File: config.mk
export PLATFORM = sky130hd
export DESIGN_NAME = regbank_wrap_flat
export DESIGN_NICKNAME = d
export VERILOG_FILES = /design/src/rtl/regbank_if.sv /design/src/rtl/regbank_wrap.sv /design/src/flat_wrapper.sv
export SDC_FILE = /design/constraint.sdc
export NUM_CORES = 1
export LEC_CHECK = 0
export ABC_AREA = 1
export BUFFER_PORTS_ARGS = -buffer_cell sky130_fd_sc_hd__buf_4
export CORE_ASPECT_RATIO = 0.6
export CORE_MARGIN = 3
export CORE_UTILIZATION = 45
export CTS_CLUSTER_SIZE = 24
export DETAILED_ROUTE_END_ITERATION = 16
export PLACE_DENSITY = 0.74
export SLEW_MARGIN = 20
export SYNTH_ARGS = -nofsm -noshare
export SYNTH_HDL_FRONTEND = slang
export SYNTH_SLANG_ARGS = --single-unit
File: constraint.sdc
create_clock -name clk -period 2.87 [get_ports clk]
set_input_delay 0.287 -clock clk [delete_from_list [all_inputs] [get_ports clk]]
set_output_delay 0.287 -clock clk [all_outputs]
set_load 0.01 [all_outputs]
File: src/rtl/regbank_if.sv
// Serial-link side of the register bank: address/byte strobes from the
// serial slave and the read data returned to it.
interface regbank_if #(
  parameter int ADDR_W = 7,
  parameter int DATA_W = 8
);
  logic [ADDR_W-1:0] addr;
  logic              addr_dv;
  logic              rw_out;
  logic              rxdv;
  logic [DATA_W-1:0] rx_d;
  logic              xfer_end;
  logic [DATA_W-1:0] tx_d;

  modport master (
    output addr, addr_dv, rw_out, rxdv, rx_d, xfer_end,
    input  tx_d
  );

  modport slave (
    input  addr, addr_dv, rw_out, rxdv, rx_d, xfer_end,
    output tx_d
  );
endinterface

File: src/rtl/regbank_wrap.sv
// Register bank behind a byte-serial slave: decodes the transaction address
// into a channel pointer, streams write bytes into data_out lanes and read
// bytes out of data_in lanes, with optional pointer auto-increment.
//
// state  | meaning
// -------+-------------------------------------------------------------
// S_IDLE | no transaction; byte strobes ignored
// S_WR   | write burst; each rxdv writes rx_d to lane ptr
// S_RD   | read burst; each rxdv advances ptr and reads the new lane
// S_BAD  | address out of range; bytes swallowed, tx_d forced to 0
module regbank_wrap #(
  parameter int              NUM_REGS  = 4,
  parameter int              DATA_W    = 8,
  parameter int              ADDR_W    = 7,
  parameter int              BASE_ADDR = 0,
  parameter int              AUTO_INC  = 1,
  parameter logic [DATA_W-1:0] RST_VAL = '0
) (
  input  logic                         clk,
  input  logic                         reset,
  regbank_if.slave                     bus,
  input  logic [NUM_REGS*DATA_W-1:0]   data_in,
  input  logic                         err_clr,
  output logic [NUM_REGS*DATA_W-1:0]   data_out,
  output logic [NUM_REGS-1:0]          wr_en,
  output logic [NUM_REGS-1:0]          rd_en,
  output logic                         err
);

  localparam int                PTR_W = (NUM_REGS > 1) ? $clog2(NUM_REGS) : 1;
  localparam int                AW1   = ADDR_W + 1;
  localparam logic [AW1-1:0]    BASE  = AW1'(BASE_ADDR);
  localparam logic [AW1-1:0]    NREG  = AW1'(NUM_REGS);
  localparam logic [PTR_W-1:0]  LAST  = PTR_W'(NUM_REGS - 1);

  typedef enum logic [1:0] {S_IDLE, S_WR, S_RD, S_BAD} state_t;

  state_t             state, state_nxt;
  logic [PTR_W-1:0]   ptr, ptr_nxt, acc_ptr, rd_ptr;
  logic               rd_pend;
  logic [DATA_W-1:0]  tx_q;
  logic [AW1-1:0]     diff;
  logic [ADDR_W-1:0]  idx;
  logic               in_range;
  logic               wr_fire, rd_fire, tx_zero, bad_dec;

  function automatic logic [PTR_W-1:0] ptr_step(input logic [PTR_W-1:0] p);
    if (AUTO_INC == 0) return p;
    return (p == LAST) ? '0 : p + 1'b1;
  endfunction

  // Address decode: the borrow bit of the extended subtraction flags addr < BASE_ADDR.
  always_comb begin
    diff     = {1'b0, bus.addr} - BASE;
    idx      = diff[ADDR_W-1:0];
    in_range = !diff[ADDR_W] && ({1'b0, idx} < NREG);
  end

  // State register.
  always_ff @(posedge clk) begin
    if (reset) state <= S_IDLE;
    else       state <= state_nxt;
  end

  // Next state: a new address always wins over end-of-transaction.
  always_comb begin
    state_nxt = state;
    if (bus.addr_dv) begin
      if (!in_range)       state_nxt = S_BAD;
      else if (bus.rw_out) state_nxt = S_RD;
      else                 state_nxt = S_WR;
    end else if (bus.xfer_end) begin
      state_nxt = S_IDLE;
    end
  end

  // Output decode: which lane is accessed this cycle and where the pointer goes next.
  always_comb begin
    wr_fire = 1'b0;
    rd_fire = 1'b0;
    tx_zero = 1'b0;
    bad_dec = 1'b0;
    acc_ptr = ptr;
    ptr_nxt = ptr;
    if (bus.addr_dv) begin
      if (!in_range) begin
        bad_dec = 1'b1;
        tx_zero = 1'b1;
      end else begin
        acc_ptr = idx[PTR_W-1:0];
        ptr_nxt = idx[PTR_W-1:0];
        if (bus.rw_out) begin
          rd_fire = 1'b1;
        end else if (bus.rxdv) begin
          wr_fire = 1'b1;
          ptr_nxt = ptr_step(idx[PTR_W-1:0]);
        end
      end
    end else if (bus.rxdv) begin
      case (state)
        S_WR: begin
          wr_fire = 1'b1;
          ptr_nxt = ptr_step(ptr);
        end
        S_RD: begin
          rd_fire = 1'b1;
          acc_ptr = ptr_step(ptr);
          ptr_nxt = ptr_step(ptr);
        end
        S_BAD:   tx_zero = 1'b1;
        default: ;
      endcase
    end
  end

  // Datapath: pointer, lane writes, one-cycle strobes, read-data pipeline, sticky error.
  always_ff @(posedge clk) begin
    if (reset) begin
      ptr      <= '0;
      data_out <= {NUM_REGS{RST_VAL}};
      wr_en    <= '0;
      rd_en    <= '0;
      rd_pend  <= 1'b0;
      rd_ptr   <= '0;
      tx_q     <= '0;
      err      <= 1'b0;
    end else begin
      ptr     <= ptr_nxt;
      wr_en   <= '0;
      rd_en   <= '0;
      rd_pend <= rd_fire;
      rd_ptr  <= acc_ptr;
      if (wr_fire) begin
        wr_en[acc_ptr]                     <= 1'b1;
        data_out[acc_ptr*DATA_W +: DATA_W] <= bus.rx_d;
      end
      if (rd_fire) rd_en[acc_ptr] <= 1'b1;
      if (tx_zero)      tx_q <= '0;
      else if (rd_pend) tx_q <= data_in[rd_ptr*DATA_W +: DATA_W];
      if (bad_dec)      err <= 1'b1;
      else if (err_clr) err <= 1'b0;
    end
  end

  assign bus.tx_d = tx_q;

endmodule

File: src/flat_wrapper.sv
// flat-port wrapper written by rule: the top's interface ports become plain ports
module regbank_wrap_flat 
#(
  parameter int              NUM_REGS  = 4,
  parameter int              DATA_W    = 8,
  parameter int              ADDR_W    = 7,
  parameter int              BASE_ADDR = 0,
  parameter int              AUTO_INC  = 1,
  parameter logic [DATA_W-1:0] RST_VAL = '0
)
  (clk, reset, data_in, err_clr, data_out, wr_en, rd_en, err, bus_addr, bus_addr_dv, bus_rw_out, bus_rxdv, bus_rx_d, bus_xfer_end, bus_tx_d);
  regbank_if #(.ADDR_W(ADDR_W), .DATA_W(DATA_W)) bus_i ();
  input  logic clk;
  input  logic reset;
  input  logic [NUM_REGS*DATA_W-1:0] data_in;
  input  logic err_clr;
  output logic [NUM_REGS*DATA_W-1:0] data_out;
  output logic [NUM_REGS-1:0] wr_en;
  output logic [NUM_REGS-1:0] rd_en;
  output logic err;
  input wire logic [$bits(bus_i.addr)-1:0] bus_addr;
  input wire logic [$bits(bus_i.addr_dv)-1:0] bus_addr_dv;
  input wire logic [$bits(bus_i.rw_out)-1:0] bus_rw_out;
  input wire logic [$bits(bus_i.rxdv)-1:0] bus_rxdv;
  input wire logic [$bits(bus_i.rx_d)-1:0] bus_rx_d;
  input wire logic [$bits(bus_i.xfer_end)-1:0] bus_xfer_end;
  output wire logic [$bits(bus_i.tx_d)-1:0] bus_tx_d;
  assign bus_i.addr = bus_addr;
  assign bus_i.addr_dv = bus_addr_dv;
  assign bus_i.rw_out = bus_rw_out;
  assign bus_i.rxdv = bus_rxdv;
  assign bus_i.rx_d = bus_rx_d;
  assign bus_i.xfer_end = bus_xfer_end;
  assign bus_tx_d = bus_i.tx_d;
  regbank_wrap #(.NUM_REGS(NUM_REGS), .DATA_W(DATA_W), .ADDR_W(ADDR_W), .BASE_ADDR(BASE_ADDR), .AUTO_INC(AUTO_INC), .RST_VAL(RST_VAL)) u_core (.clk(clk), .reset(reset), .bus(bus_i), .data_in(data_in), .err_clr(err_clr), .data_out(data_out), .wr_en(wr_en), .rd_en(rd_en), .err(err));
endmodule
==> out/results.ini, run 1 <==
[run_status]
status = complete, no violations

[logic_synthesis]
yosysMostFrequentCell = nor2_1
synthArstFlopShare = 0
ys_types = 26
synth_common_cells = nor2_1 (118), nand2_1 (93), inv_1 (57)
synth_area_leaders = dfxtp_1 (39%), nor2_1 (15%), nand2_1 (12%)
synth_enable_flop_cells = 0
synth.largest_area_cell = dfxtp_1
ys_ff_latch = 56
syn-instance-count = 430
avgSynthCellArea_um2 = 6.72
synth_area_mm2 = 0.00289
seq_area_frac_synth = 0.388
synth-main-ff-cell = dfxtp_1
ys.warnings.count = 0
yosysTopAreaCellShare = 0.388
synth_fp_nets = 496

[clock_network]
clk_path_buf_depth = 2
cts_buffers = 5
cts_max_level = 2
clk_latency_ps = 310
cts_tree = done
clkSlewWorstSetupHoldPaths_ps = 100
clock-sinks = 56
cts_resized = 0
cts_setup_buffers = 0
hold_buffers = 0
root_buffer = clkbuf_8

[critical_path]
cp-start-kind = flop
end_kind = flop
crit_fanout = 10
arrival_ps = 2730
critPathKind = flop to flop
required_ps = 3070

[detailed_routing]
drt-pass1-iter-count = 4
drt-total-wl_um = 7870
drc = 0
vias_per_cell = 4.77
wl_per_cell_um = 12.9
ant_nets = 0
drtIter0Drc = 127
num_vias = 2908

[hold_path]
holdCritPathClass = primary input to flop

[placed_design]
io_buffers = 102
gp_routability_congestion = 0.846
detailedPlace.worstSlack_ps = 312
hpwl_um = 6250

[global_route]
antenna_found_initial = 0
gr-usage-all-layers = 0.210
grt_first_pass_wirelength_um = 12400
grt_max_degree = 39
grt_pass1_vias = 2638
gr-total-overflow = 0

[sta]
relSlewSlack = 0.649
layout_min_cycle_time_ps = 2540
fin_crit_sh = 0.884
worst_pin_slew_ps = 527
report.final.setup_viol = 0
finalHoldViolCount = 0
slew_viol_final = 0
fin_tns_setup_ps = 0
rsz0062_at_grt = no
clock.fmax_mhz = 394
setup_ws_ps = 332
skew_ps = 16.3

[layout]
num-nets-final = 595
fill_cells = 551
seq_area_mm2 = 0.00112
multi_input_area_mm2 = 0.00149
drive_gt1_frac = 0.238
syn2layout_area_growth_pct = 33.1
antenna_cells = 0
final_core_util = 0.653

[die]
num_io_pins = 103
fp.dieW_um = 109
dieArea_mm2 = 0.00745
initial_core_util = 0.491
rows = 21
core_mm2 = 0.00589
die_h_um = 68.1

[pwr]
leakagePower_nw = 1.96
p_per_area_mw_per_mm2 = 457
peakVddDrop_mv = 0.261

[job]
drv_cap = 0

==> layout make-up <==
type | count | share of cell area
Clock buffer | 5 | 0.0179
Timing Repair Buffer | 104 | 0.203
Inverter | 58 | 0.0566
Clock inverter | 3 | 0.0179
Sequential cell | 56 | 0.292
Tap cell | 80 | 0.0260
Multi-Input combinational cell | 304 | 0.387
==> worst max-delay path: stages (launching register included) <==
cell,delay [ps]
dfxtp_1,400
inv_1,60
ha_1,190
nand2_1,90
inv_1,70
o21ai_0,130
o21ai_0,90
nand2_1,140
inv_1,140
ha_1,320
clkinv_1,240
nand4_1,200
buf_4,170
nor2_1,60
nor2_1,90
nor2_1,50
==> metrics by stage <==
stage	cells	instance area, µm²	hold WS, ps	total power (W)
CTS	609	3840	237	0.00176
finish	610	3840	240	0.00176
detailed placement	601	3700	458	0.00115
global placement	601	3700	453	0.00115
global route	610	3840	256	0.00184
floorplan	430	2890	450	0.00103
==> flip-flops by register name, indices dropped and copies added (netlist names) <==
signal           flops
u_core.state         2
u_core.rd_en         4
u_core.ptr           2
u_core.rd_pend       1
u_core.wr_en         4
u_core.data_out     32
u_core.bus.tx_d      8
u_core.err           1
u_core.rd_ptr        2
==> cell families (layout without fill, tap and decap cells) <==
family                   Yosys count  in the layout  share of synthesized area
AND/OR/NAND/NOR                  243            243                      0.363
flip-flops                        56             56                      0.388
AO/OA/AOI/OAI                     49             49                     0.0997
adder cells (fa/ha/maj)           12             12                     0.0520
buffers and inverters             70            170                     0.0971
==> metal layers <==
metal	track usage	part of all wire	vias to the layer above
li1	-	-	1523
met1	0.307	0.50	1285
met2	0.323	0.43	92
met3	0.0415	0.065	8
met4	0.0404	0.0076	0
met5	0	0	-
==> placed cells by master, fill, tap and decap left out <==
| master | instances |
|---|---|
| nand4_1 | 4 |
| inv_1 | 57 |
| nand2_2 | 3 |
| buf_4 | 104 |
| ha_1 | 12 |
| bufinv_16 | 2 |
| a31oi_1 | 1 |
| clkbuf_8 | 5 |
| clkinv_1 | 1 |
| nand3_4 | 2 |
| nor3b_1 | 1 |
| dfxtp_1 | 56 |
| a21oi_1 | 23 |
| inv_6 | 1 |
| nand3_2 | 1 |
| nand4_2 | 1 |
| nor2_4 | 2 |
| nand3_1 | 6 |
| nor2_1 | 118 |
| o32ai_1 | 8 |
| nand2_1 | 93 |
| nand3b_1 | 8 |
| o21ai_4 | 1 |
| nor3_4 | 1 |
| nor2_2 | 3 |
| o21ai_0 | 16 |
==> where the power goes <==
part	switching, W	total [W]	internal, W
logic	0.000194	0.000328	0.000134
registers	0.0000207	0.000814	0.000793
clock network	0.000263	0.000614	0.000351
==> final timing paths <==
check / startpoint / cells past startpoint / end / slack, ps
worst max-delay path: u_core.state[0] / 15 / u_core.data_out[31] / 330
worst min-delay path: err_clr / 4 / u_core.err / 240
worst max register to register: u_core.state[0] / 15 / u_core.data_out[31] / 330
worst min register to register: u_core.data_out[21] / 2 / u_core.data_out[21] / 470
(Power assumes the default switching activity.)
==> inputs of run 2 (changes only) <==
==> constraint.sdc (replaced) <==
create_clock -name clk -period 2.87 [get_ports clk]
set_input_delay 0.574 -clock clk [delete_from_list [all_inputs] [get_ports clk]]
set_output_delay 0.574 -clock clk [all_outputs]
set_load 0.01 [all_outputs]
==> out/results.ini, run 2 (synthesis gave the netlist of run 1 again) <==
[layout]
antenna_cells = 0  ; unchanged
fill_cells = 539  ; -2.2%
mostFrequentLayoutCell = nor2_1
final_core_util = 0.650  ; -0.00276
instances_no_fill = 610  ; unchanged
final_cell_mix = nor2_1 (118), buf_4 (104), nand2_1 (93)
num-nets-final = 595  ; unchanged
largest_register_ffs = 32  ; unchanged
regMostFlops = u_core.data_out
syn2layout_area_growth_pct = 32.5
multi_input_area_mm2 = 0.00149  ; unchanged
seq_area_mm2 = 0.00112  ; unchanged
drive_gt1_frac = 0.238  ; unchanged

[detailed_routing]
num_vias = 2949  ; +1.4%
vias_per_cell = 4.83  ; +1.4%
drt-pass1-iter-count = 5  ; +1
ant_nets = 0  ; unchanged
wl_per_cell_um = 13.0  ; +0.93%
drc = 0  ; unchanged
drt-total-wl_um = 7940  ; +0.93%
drtIter0Drc = 189  ; +49%

[pwr]
peakVddDrop_mv = 0.301  ; +15%
p_sw_w = 0.000466  ; -2.3%
leakagePower_nw = 1.95  ; -0.35%
p_sw_frac = 0.277  ; +0.00506
p_comb_frac = 0.199  ; +0.012
clkPwrFrac = 0.318  ; -0.032
p_int_w = 0.00122  ; -4.8%
power.share.sequential = 0.483  ; +0.020
p_per_area_mw_per_mm2 = 440  ; -3.7%

[critical_path]
end_kind = flop
cp_slowest_cell = dfxtp_1
critPathKind = flop to flop
path_cells = inv_1 -> ha_1 -> nand2_1 -> inv_1 -> nor2_2 -> o21ai_4 -> nand2_2 -> inv_1 -> ha_1 -> clkinv_1 -> nand4_1 -> nor2_1 -> nor2_1 -> nor2_1
startpoint = u_core.state[0]
r2r-start = u_core.state[0]
path_buf_inv = 4  ; -1
max_stage_delay_ps = 400  ; about the same
arrival_ps = 2660  ; -70 ps
required_ps = 3120  ; +50 ps
crit_fanout = 9  ; -1
cp-start-kind = flop
path_delay_family = simple AND/OR/NAND/NOR gates

[hold_path]
worstHoldStart = u_core.err
holdCritPathClass = flop to flop

[sta]
fin_tns_setup_ps = 0  ; unchanged
fin_crit_sh = 0.837  ; -0.0474
report.final.setup_viol = 0  ; unchanged
clock.fmax_mhz = 416  ; +5.7%
rsz0062_at_grt = no
finalHoldViolCount = 0  ; unchanged
worst_pin_slew_ps = 523  ; -3.57 ps
relSlewSlack = 0.651  ; +0.00238
skew_ps = 10.5  ; -5.76 ps
slew_viol_final = 0  ; unchanged
layout_min_cycle_time_ps = 2400  ; -136 ps

[global_route]
gr-total-overflow = 0  ; unchanged
grt_pass1_vias = 2676  ; +1.4%
antenna_found_initial = 0  ; unchanged
grt_max_degree = 39  ; unchanged
grt_first_pass_wirelength_um = 12400  ; -0.16%
gr-usage-all-layers = 0.212  ; +0.00208

[run_status]
status = complete, no violations

[job]
drv_cap = 0  ; unchanged

[die]
die_h_um = 68.1  ; unchanged
num_io_pins = 103  ; unchanged
fp.dieW_um = 109  ; unchanged
initial_core_util = 0.491  ; unchanged
core_mm2 = 0.00589  ; unchanged
rows = 21  ; unchanged
dieArea_mm2 = 0.00745  ; unchanged

[clock_network]
cts_setup_buffers = 0  ; unchanged
root_buffer = clkbuf_8
clk_latency_ps = 310  ; about the same
cts_buffers = 5  ; unchanged
cts_tree = done
cts_resized = 0  ; unchanged
cts_max_level = 2  ; unchanged
clock-sinks = 56  ; unchanged
clk_path_buf_depth = 2  ; unchanged
hold_buffers = 0  ; unchanged
clkSlewWorstSetupHoldPaths_ps = 100  ; about the same

[placed_design]
hpwl_um = 6270  ; +0.32%
dp_cells = 602  ; +0.17%
io_buffers = 102  ; unchanged
gp_routability_congestion = 0.864  ; +2.1%

==> run 2: final cells by class <==
| cell class | count | share of cell area |
|---|---|---|
| Clock inverter | 2 | 0.0101 |
| Multi-Input combinational cell | 304 | 0.388 |
| Timing Repair Buffer | 104 | 0.204 |
| Tap cell | 80 | 0.0262 |
| Sequential cell | 56 | 0.293 |
| Clock buffer | 6 | 0.0216 |
| Inverter | 58 | 0.0569 |
==> run 2: worst min-delay path, delay by kind of cell, from the launching register on <==
family	cells	cell delay, ps
flops	1	320
simple gates	1	60
compound gates	1	50
==> run 2: power by group through the flow <==
stage / Combinational (W) / Clock (W) / Sequential (W)
after detailed placement: 0.000331 / 0 / 0.000831
after global routing: 0.000374 / 0.000573 / 0.000817
after global placement: 0.000323 / 0 / 0.000830
after floorplan: 0.000209 / 0 / 0.000824
after CTS: 0.000333 / 0.000550 / 0.000813
final: 0.000335 / 0.000535 / 0.000813
==> run 2: per-stage QoR <==
step,setup WS [ps],power [W],hold slack (ps),cell area (µm²)
after floorplan,468,0.00103,487,2890
after global placement,420,0.00115,453,3710
after detailed placement,318,0.00116,462,3710
after CTS,486,0.00170,475,3830
after global routing,188,0.00176,495,3830
final,468,0.00168,474,3830
==> run 2: metal layers <==
| layer | routed length [µm] | vias up | share of wire | global-route usage |
|---|---|---|---|---|
| met3 | 515 | 7 | 0.065 | 0.0490 |
| met4 | 58 | 0 | 0.0073 | 0.0482 |
| li1 | - | 1524 | - | - |
| met5 | 0 | - | 0 | 0 |
| met2 | 3400 | 89 | 0.43 | 0.328 |
| met1 | 3960 | 1329 | 0.50 | 0.302 |
==> run 2: path summary, 6_finish.rpt <==
| kind | endpoint | slack [ps] | cells past startpoint |
|---|---|---|---|
| max | u_core.data_out[30] | 470 | 14 |
| min | u_core.err | 470 | 2 |
| max reg2reg | u_core.data_out[30] | 470 | 14 |
| min reg2reg | u_core.err | 470 | 2 |
==> inputs of run 3 (changes only) <==
--- a/config.mk
+++ b/config.mk
@@ -12,7 +12,7 @@
 export CORE_UTILIZATION = 45
 export CTS_CLUSTER_SIZE = 24
 export DETAILED_ROUTE_END_ITERATION = 16
-export PLACE_DENSITY = 0.74
+export PLACE_DENSITY = 0.77
 export SLEW_MARGIN = 20
 export SYNTH_ARGS = -nofsm -noshare
 export SYNTH_HDL_FRONTEND = slang
==> constraint.sdc (replaced) <==
create_clock -name clk -period 2.2 [get_ports clk]
set_input_delay 0.44 -clock clk [delete_from_list [all_inputs] [get_ports clk]]
set_output_delay 0.44 -clock clk [all_outputs]
set_load 0.01 [all_outputs]
==> out/results.ini, run 3 (synthesis gave the netlist of run 1 again) <==
[run_status]
status = complete, no violations

[pwr]
leakagePower_nw = 2.03  ; +3.9%
peakVddDrop_mv = 0.271  ; -10%
p_per_area_mw_per_mm2 = 573  ; +30%

[die]
core_mm2 = 0.00589  ; unchanged
die_h_um = 68.1  ; unchanged
num_io_pins = 103  ; unchanged
rows = 21  ; unchanged
fp.dieW_um = 109  ; unchanged
initial_core_util = 0.491  ; unchanged
dieArea_mm2 = 0.00745  ; unchanged

[job]
drv_cap = 0  ; unchanged

[placed_design]
placed_area_mm2 = 0.00381  ; +2.7%
dp_cells = 613  ; +1.8%
io_buffers = 102  ; unchanged
gp_routability_congestion = 0.929  ; +7.5%
hpwl_um = 6490  ; +3.4%

[layout]
instances_no_fill = 625  ; +2.5%
final_core_util = 0.685  ; +0.0344
regMostFlops = u_core.data_out
final_area_mm2 = 0.00403  ; +5.3%
fill_cells = 508  ; -5.8%
num-nets-final = 610  ; +2.5%
antenna_cells = 0  ; unchanged
syn2layout_area_growth_pct = 39.6
final_cell_mix = nor2_1 (117), buf_4 (117), nand2_1 (86)
largest_register_ffs = 32  ; unchanged
drive_gt1_frac = 0.295  ; +0.0577

[detailed_routing]
drt-total-wl_um = 8280  ; +4.3%
ant_nets = 0  ; unchanged
drtIter0Drc = 209  ; +11%
vias_per_cell = 4.85  ; +0.35%
wl_per_cell_um = 13.3  ; +1.8%
drc = 0  ; unchanged
drt-pass1-iter-count = 5  ; unchanged
num_vias = 3032  ; +2.8%

[critical_path]
cp-start-kind = flop
path_buf_inv = 3  ; -1
critPathKind = flop to flop
required_ps = 2390  ; -730 ps
max_stage_delay_ps = 360  ; -40 ps
cp_slowest_cell = dfxtp_2
path_cells = ha_1 -> nand2_2 -> o21ai_0 -> o21ai_0 -> nand2_1 -> inv_2 -> ha_4 -> clkinvlp_4 -> nand2_1 -> inv_1 -> nand2_1 -> nor2_1 -> nor2_1 -> nor2_1
path_delay_family = simple AND/OR/NAND/NOR gates
end_kind = flop
crit_fanout = 8  ; -1
arrival_ps = 2240  ; -420 ps

[clock_network]
clk_latency_ps = 310  ; about the same
clk_path_buf_depth = 2  ; unchanged
clock-sinks = 56  ; unchanged
hold_buffers = 0  ; unchanged
root_buffer = clkbuf_8
clkSlewWorstSetupHoldPaths_ps = 100  ; about the same
cts_max_level = 2  ; unchanged
cts_tree = done
cts_buffers = 5  ; unchanged

[sta]
clock.fmax_mhz = 489  ; +18%
slew_viol_final = 0  ; unchanged
layout_min_cycle_time_ps = 2040  ; -359 ps
report.final.setup_viol = 0  ; unchanged
relSlewSlack = 0.633  ; -0.0176
finalHoldViolCount = 0  ; unchanged
fin_crit_sh = 0.929  ; +0.0917
worst_pin_slew_ps = 549  ; +26.3 ps
skew_ps = 2.91  ; -7.61 ps
whs_ps = 384  ; -90.2 ps
fin_tns_setup_ps = 0  ; unchanged

[global_route]
gr-total-overflow = 0  ; unchanged
antenna_found_initial = 0  ; unchanged
grt_pass1_vias = 2742  ; +2.5%
grt_max_degree = 38  ; -2.6%
grt_first_pass_wirelength_um = 12900  ; +4.4%
gr-usage-all-layers = 0.220  ; +0.00797

[hold_path]
holdCritPathClass = primary input to flop

[run 3: cell count changes in the layout (fill, tap and decap cells not counted), sizes merged]
cell	delta
clkinv	-1
clkinvlp	+1
clkbuf	+1
buf	+15
inv	-1
[run 3: per-stage QoR]
stage,worst slack [ps],power [W]
6_report,157,0.00231
2_1_floorplan,0.270,0.00136
3_3_place_gp,14.1,0.00154
4_1_cts,1.95,0.00226
5_1_grt,-22.4,0.00242
3_5_place_dp,-56.5,0.00155
[run 3: report_power, final]
part           switching (W)  internal (W)  total, W
Combinational       0.000286      0.000231  0.000517
Sequential         0.0000270       0.00104   0.00106
Clock               0.000326      0.000402  0.000728
[run 3: tightest hold or removal path, cell delays in order]
cell	delay (ps)
buf_4	80
inv_1	30
nand2_1	50
a21oi_1	60
[run 3: timing repair]
item,in CTS,in global routing
gates resized for setup,0,24
buffers inserted,0,4
endpoints found under the setup margin,0,32
[run 3: path summary, 6_finish.rpt]
check / depth (start not counted) / slack (ps) / end / startpoint
setup / recovery: 14 / 160 / u_core.data_out[27] / u_core.ptr[0]
hold / removal: 4 / 380 / u_core.err / err_clr
setup reg to reg: 14 / 160 / u_core.data_out[27] / u_core.ptr[0]
hold reg to reg: 2 / 470 / u_core.bus.tx_d[3] / u_core.bus.tx_d[3]
[run 3: metal layers]
layer / routed length [µm] / GRT usage / vias to the layer above
li1: - / - / 1559
met1: 4000 / 0.314 / 1382
met2: 3660 / 0.350 / 87
met3: 598 / 0.0462 / 4
met4: 31 / 0.0358 / 0
met5: 0 / 0 / -
[run 3: area by class of cell]
type	count	area, µm²	share of cell area
Clock buffer	7	96.3	0.0239
Clock inverter	1	30.0	0.00745
Inverter	58	229	0.0568
Multi-Input combinational cell	304	1550	0.384
Sequential cell	56	1130	0.279
Tap cell	80	100	0.0248
Timing Repair Buffer	119	901	0.224
